`src/rtl/ddr2_burst_sched.sv`:
```
// rtl/ddr2_burst_sched.sv - DDR2 ring-buffer burst scheduler (write/read arbitration)
// Optional round-robin arbitration: define DDR2_SCHED_RR_EN (default: fixed write priority).
module ddr2_burst_sched #(
    parameter int BL_LENGTH  = 8,
    parameter int ADDR_LIMIT = 2097152,
    parameter int WR_LEVEL   = 9
) (
    input  logic        phy_clk,
    input  logic        reset_phy_clk_n,
    input  logic        local_init_done,
    input  logic [13:0] wr_fifo_rdusedw,
    output logic        wr_fifo_rdreq,
    input  logic        rd_en,
    input  logic        local_ready,
    input  logic        local_rdata_valid,
    output logic [23:0] local_address,
    output logic        local_write_req,
    output logic        local_read_req,
    output logic        local_burstbegin,
    output logic [6:0]  local_size,
    output logic        rd_burst_done,
    output logic [21:0] fill,
    output logic        ring_full
);

    typedef enum logic [1:0] {IDLE, WR_BURST, RD_REQ, RD_WAIT} state_t;

    localparam int              BW        = (BL_LENGTH > 1) ? $clog2(BL_LENGTH) : 1;
    localparam logic [BW-1:0]   LAST_BEAT = BW'(BL_LENGTH - 1);
    localparam logic [23:0]     LAST_BASE = 24'(ADDR_LIMIT - BL_LENGTH);
    localparam logic [23:0]     BL_STEP   = 24'(BL_LENGTH);
    localparam logic [21:0]     FILL_MAX  = 22'(ADDR_LIMIT / BL_LENGTH);

    state_t        state_q, state_d;
    logic [BW-1:0] beat_cnt_q, beat_cnt_d;
    logic [23:0]   wr_addr_q, wr_addr_d;
    logic [23:0]   rd_addr_q, rd_addr_d;
    logic [21:0]   fill_q, fill_d;
    logic [23:0]   addr_q, addr_d;
    logic          wreq_q, wreq_d;
    logic          rreq_q, rreq_d;
    logic          bb_q, bb_d;
    logic          done_q, done_d;
    logic          wr_elig, rd_elig, full;
`ifdef DDR2_SCHED_RR_EN
    logic          last_grant_q, last_grant_d;  // 1 = read served last
`endif

    assign full    = (fill_q == FILL_MAX);
    assign wr_elig = local_init_done && (wr_fifo_rdusedw >= 14'(WR_LEVEL)) && !full;
    assign rd_elig = local_init_done && rd_en && (fill_q != '0);

    always_comb begin
        state_d    = state_q;
        beat_cnt_d = beat_cnt_q;
        wr_addr_d  = wr_addr_q;
        rd_addr_d  = rd_addr_q;
        fill_d     = fill_q;
        done_d     = 1'b0;
`ifdef DDR2_SCHED_RR_EN
        last_grant_d = last_grant_q;
`endif
        case (state_q)
            IDLE: begin
`ifdef DDR2_SCHED_RR_EN
                if (wr_elig && rd_elig)
                    state_d = last_grant_q ? WR_BURST : RD_REQ;
                else if (wr_elig)
                    state_d = WR_BURST;
                else if (rd_elig)
                    state_d = RD_REQ;
`else
                if (wr_elig)
                    state_d = WR_BURST;
                else if (rd_elig)
                    state_d = RD_REQ;
`endif
            end
            WR_BURST: begin
                if (local_ready) begin
                    if (beat_cnt_q == LAST_BEAT) begin
                        beat_cnt_d = '0;
                        wr_addr_d  = (wr_addr_q == LAST_BASE) ? '0 : wr_addr_q + BL_STEP;
                        fill_d     = fill_q + 22'd1;
                        state_d    = IDLE;
                    end else begin
                        beat_cnt_d = beat_cnt_q + 1'b1;
                    end
                end
            end
            RD_REQ: begin
                if (local_ready) begin
                    rd_addr_d = (rd_addr_q == LAST_BASE) ? '0 : rd_addr_q + BL_STEP;
                    fill_d    = fill_q - 22'd1;
                    state_d   = RD_WAIT;
                end
            end
            RD_WAIT: begin
                if (local_rdata_valid) begin
                    if (beat_cnt_q == LAST_BEAT) begin
                        beat_cnt_d = '0;
                        done_d     = 1'b1;
                        state_d    = IDLE;
                    end else begin
                        beat_cnt_d = beat_cnt_q + 1'b1;
                    end
                end
            end
            default: state_d = IDLE;
        endcase

`ifdef DDR2_SCHED_RR_EN
        if (state_q == IDLE && state_d == WR_BURST)
            last_grant_d = 1'b0;
        else if (state_q == IDLE && state_d == RD_REQ)
            last_grant_d = 1'b1;
`endif

        // Request outputs are decoded from next state so they register alongside it
        wreq_d = (state_d == WR_BURST);
        rreq_d = (state_d == RD_REQ);
        bb_d   = ((state_d == WR_BURST) && (beat_cnt_d == '0)) || (state_d == RD_REQ);
        case (state_d)
            WR_BURST: addr_d = wr_addr_d;
            RD_REQ:   addr_d = rd_addr_d;
            default:  addr_d = addr_q;
        endcase
    end

    always_ff @(posedge phy_clk) begin
        if (!reset_phy_clk_n) begin
            state_q    <= IDLE;
            beat_cnt_q <= '0;
            wr_addr_q  <= '0;
            rd_addr_q  <= '0;
            fill_q     <= '0;
            addr_q     <= '0;
            wreq_q     <= 1'b0;
            rreq_q     <= 1'b0;
            bb_q       <= 1'b0;
            done_q     <= 1'b0;
`ifdef DDR2_SCHED_RR_EN
            last_grant_q <= 1'b1;
`endif
        end else begin
            state_q    <= state_d;
            beat_cnt_q <= beat_cnt_d;
            wr_addr_q  <= wr_addr_d;
            rd_addr_q  <= rd_addr_d;
            fill_q     <= fill_d;
            addr_q     <= addr_d;
            wreq_q     <= wreq_d;
            rreq_q     <= rreq_d;
            bb_q       <= bb_d;
            done_q     <= done_d;
`ifdef DDR2_SCHED_RR_EN
            last_grant_q <= last_grant_d;
`endif
        end
    end

    assign wr_fifo_rdreq    = wreq_q & local_ready;
    assign local_address    = addr_q;
    assign local_write_req  = wreq_q;
    assign local_read_req   = rreq_q;
    assign local_burstbegin = bb_q;
    assign local_size       = 7'(BL_LENGTH);
    assign rd_burst_done    = done_q;
    assign fill             = fill_q;
    assign ring_full        = full;

endmodule

```
`config.mk`:
```
export PLATFORM = sky130hd
export DESIGN_NAME = ddr2_burst_sched
export DESIGN_NICKNAME = d
export VERILOG_FILES = /design/src/rtl/ddr2_burst_sched.sv
export SDC_FILE = /design/constraint.sdc
export NUM_CORES = 1
export LEC_CHECK = 0
export BUFFER_PORTS_ARGS = -buffer_cell sky130_fd_sc_hd__buf_4
export CORE_MARGIN = 2
export CORE_UTILIZATION = 60
export DETAILED_ROUTE_END_ITERATION = 12
export PLACE_DENSITY = 0.93
export SKIP_LAST_GASP = 1
export SYNTH_ARGS = -nofsm -noshare
export SYNTH_HDL_FRONTEND = slang
export SYNTH_SLANG_ARGS = --single-unit
```
`constraint.sdc`:
```
create_clock -name phy_clk -period 9.6 [get_ports phy_clk]
set_input_delay 2.88 -clock phy_clk [delete_from_list [all_inputs] [get_ports phy_clk]]
set_output_delay 2.88 -clock phy_clk [all_outputs]
set_load 0.02 [all_outputs]
```
==> impl_metrics.csv <==
group,metric,value,unit
sta,hold_viol_final,0,
grt,grt.overflow.total,0,
floorplanning,io_pins,79,
critical_path,required,6.72,ns
clock_network,clock_latency,0.39,ns
synth,seq_area_frac_synth,35.6,%
synth,async_flop_share,0,%
clock_network,cts-root-buf,"clkbuf_8",
placed_design,dp_hpwl,10400,um
synth,synth_area,0.00579,mm2
sta,rsz0062_at_grt,"no",
finish,syn_to_final_growth,12.1,%
clock_network,cts.repair_timing.setup_buffer_count,0,
critical_path,crit_fanout,10,
clock_network,cts_made_buffers,9,
floorplanning,std_cell_rows,35,
synth,ys_types,69,
detailed_routing,routedWlPerCell,16.8,um
power,comb_power_share,5.6,%
synth,ys_seq_elements,103,
placed_design,gp_congestion,0.918,
sta,fin_crit,6.19,ns
synth,yosysMostFrequentCell,"dfxtp_1",
sta,setup-violations-final,0,
power,irDropWorstVdd,0.000121,V
job,cap_violations,0,
critical_path,worstRegToRegCells,13,
grt,grt.total_usage,29.0,%
power,power_density,119,mW/mm2
synth,synth_area_leader_cell,"dfxtp_1",
placed_design,place.port_buffers,71,
floorplanning,coreArea,0.00928,mm2
sta,max_freq,162,MHz
synth,synth-edff-count,0,
power,seqPwrFrac,56.2,%
detailed_routing,wl,15000,um
synth,synthFlopType,"dfxtp_1",
critical_path,endpoint,"wr_fifo_rdreq",
sta,worst_pin_slew,0.956,ns
detailed_routing,dr.pass1.iters,5,
critical_path,r2r-end,"local_address[9]",
power,p_clk_share,38.2,%
critical_path,r2r_start,"fill[0]",
run_status,status,"complete, no violations",
clock_network,tritoncts,"done",
detailed_routing,postRouteAntennaNets,0,
grt,grt_pass1_vias,5134,
clock_network,cts_htree_levels,3,
finish,layout.area.seq,0.00206,mm2
clock_network,path_clk_slew,0.11,ns
finish,layout-drive-gt1-share,14.1,%
synth,synth.top_cell.area_share,35.6,%
synth,synth.area.top_cells,"dfxtp_1 (36%), ha_1 (5.6%), nor2_1 (5.4%)",
grt,grt_max_degree,63,
critical_path,crit_type,"primary input to output pin",
sta,fin_skew,0.0159,ns
clock_network,cts_hold_buf,0,
clock_network,cts.sinks,103,
synth,syn_area_per_cell,8.16,um2
detailed_routing,vias_per_cell,6.26,
critical_path,worst_setup_path_end_kind,"output pin",
sta,relSlewSlack,36.3,%
sta,fin_setup_tns,0,ns
critical_path,r2r_slack,5.66,ns
synth,syn_inst,709,
floorplanning,fp.dieW,102,um
clock_network,clock_path_buffers,2,
finish,multi_input_area,0.00344,mm2
finish,antenna_cells,0,
detailed_routing,drtIter0Drc,376,
critical_path,crit_start,"local_ready",
synth,synth_common_cells,"dfxtp_1 (103), nor2_1 (83), nand2_1 (66)",
power,total_leakage_power,0.00263,uW
power,switchingPower,200,uW
finish,fillers,716,
floorplanning,die-area,0.0104,mm2
detailed_routing,vias,5565,
grt,grt_pass1_wl,24100,um
power,intPower,571,uW
grt,antenna_found_initial,0,
detailed_routing,drcViolationCount,0,
floorplanning,dieHeight,102,um
critical_path,cp-start-kind,"primary input",
power,switching_share,25.9,%
sta,hold_slack,0.480,ns
sta,drv_slew,0,
clock_network,cts_resized,0,
finish,nets,802,
worst_hold_path,hold_class,"flip-flop to flip-flop",
critical_path,arrival,3.31,ns
floorplanning,start_util,62.3,%
sta,period_share,64.5,%
synth,yosys_warnings,0,
## logic make-up after synthesis
logic type / after synthesis / synth area share [%]
flip-flops: 103 / 35.6
other: 2 / 0.130
multiplexers: 15 / 2.66
AO/OA/AOI/OAI: 152 / 16.7
adder cells (fa/ha/maj): 27 / 5.97
XOR/XNOR: 41 / 6.21
AND/OR/NAND/NOR: 311 / 27.5
buffers and inverters: 58 / 5.25
## power groups by stage
| stage | registers (uW) | logic [uW] | clock network, uW |
|---|---|---|---|
| after global placement | 443 | 40.9 | 0 |
| final | 433 | 42.9 | 294 |
| after floorplan | 445 | 28.3 | 0 |
| after detailed placement | 443 | 42.1 | 0 |
| after CTS | 433 | 42.1 | 295 |
| after global routing | 434 | 46.1 | 313 |
## per-stage QoR
stage	instances	area, um2	total power, uW	utilization (%)	worst slack (ns)
finish	889	6490	771	69.9	3.41
global route	889	6490	792	69.9	3.39
CTS	889	6490	770	69.9	3.41
detailed placement	873	6270	485	67.6	3.41
global placement	873	6270	484	67.6	3.41
floorplan	714	5800	473	-	3.44
## state kept, by name, summed over array words and instances (netlist names), 2 cells and up
register / cells
local_address: 24
rd_addr_q: 24
wr_addr_q: 24
fill: 22
beat_cnt_q: 3
state_q: 2
## cells in the final DEF, fill, tap and decap left out, drive strengths merged, types with 10 or more instances in the layout
master / synthesis / final
o21ai: 39 / 39
nor2: 84 / 84
nor3: 16 / 16
nor4: 10 / 10
inv: 13 / 16
mux2i: 12 / 12
nand4: 15 / 15
nand3: 42 / 42
and2: 26 / 26
ha: 26 / 26
and3: 20 / 20
nand2: 66 / 66
a21oi: 48 / 48
dfxtp: 103 / 103
xor2: 19 / 19
buf: 15 / 74
xnor2: 22 / 22
## per-layer routing
metal | wire, um | global-route usage (%) | vias to the layer above
met5 | 0 | 0 | -
met3 | 1130 | 4.24 | 41
met1 | 6420 | 38.4 | 2618
li1 | - | - | 2612
met2 | 7020 | 47.0 | 294
met4 | 386 | 13.4 | 0
## worst max-delay path, stage by stage
cell and delay [ns]:
buf_4 0.15, and2_1 0.13, buf_4 0.15
## area by class of cell
type	count	area share (%)
Clock inverter	7	1.39
Tap cell	129	2.49
Inverter	14	0.810
Sequential cell	103	31.8
Clock buffer	9	1.91
Multi-Input combinational cell	553	53.1
Timing Repair Buffer	74	8.56
## worst min-delay path by stage
stage                           start  slack [ns]  depth (start not counted)                end
floorplan                rd_addr_q[2]        0.45                          1       rd_addr_q[2]
CTS                 local_address[19]        0.48                          2  local_address[19]
finish              local_address[19]        0.48                          2  local_address[19]
detailed placement  local_address[19]        0.46                          2  local_address[19]
global route         local_address[8]        0.51                          2   local_address[8]
global placement    local_address[19]        0.45                          2  local_address[19]
No activity file was read; power rests on OpenSTA's default activity.
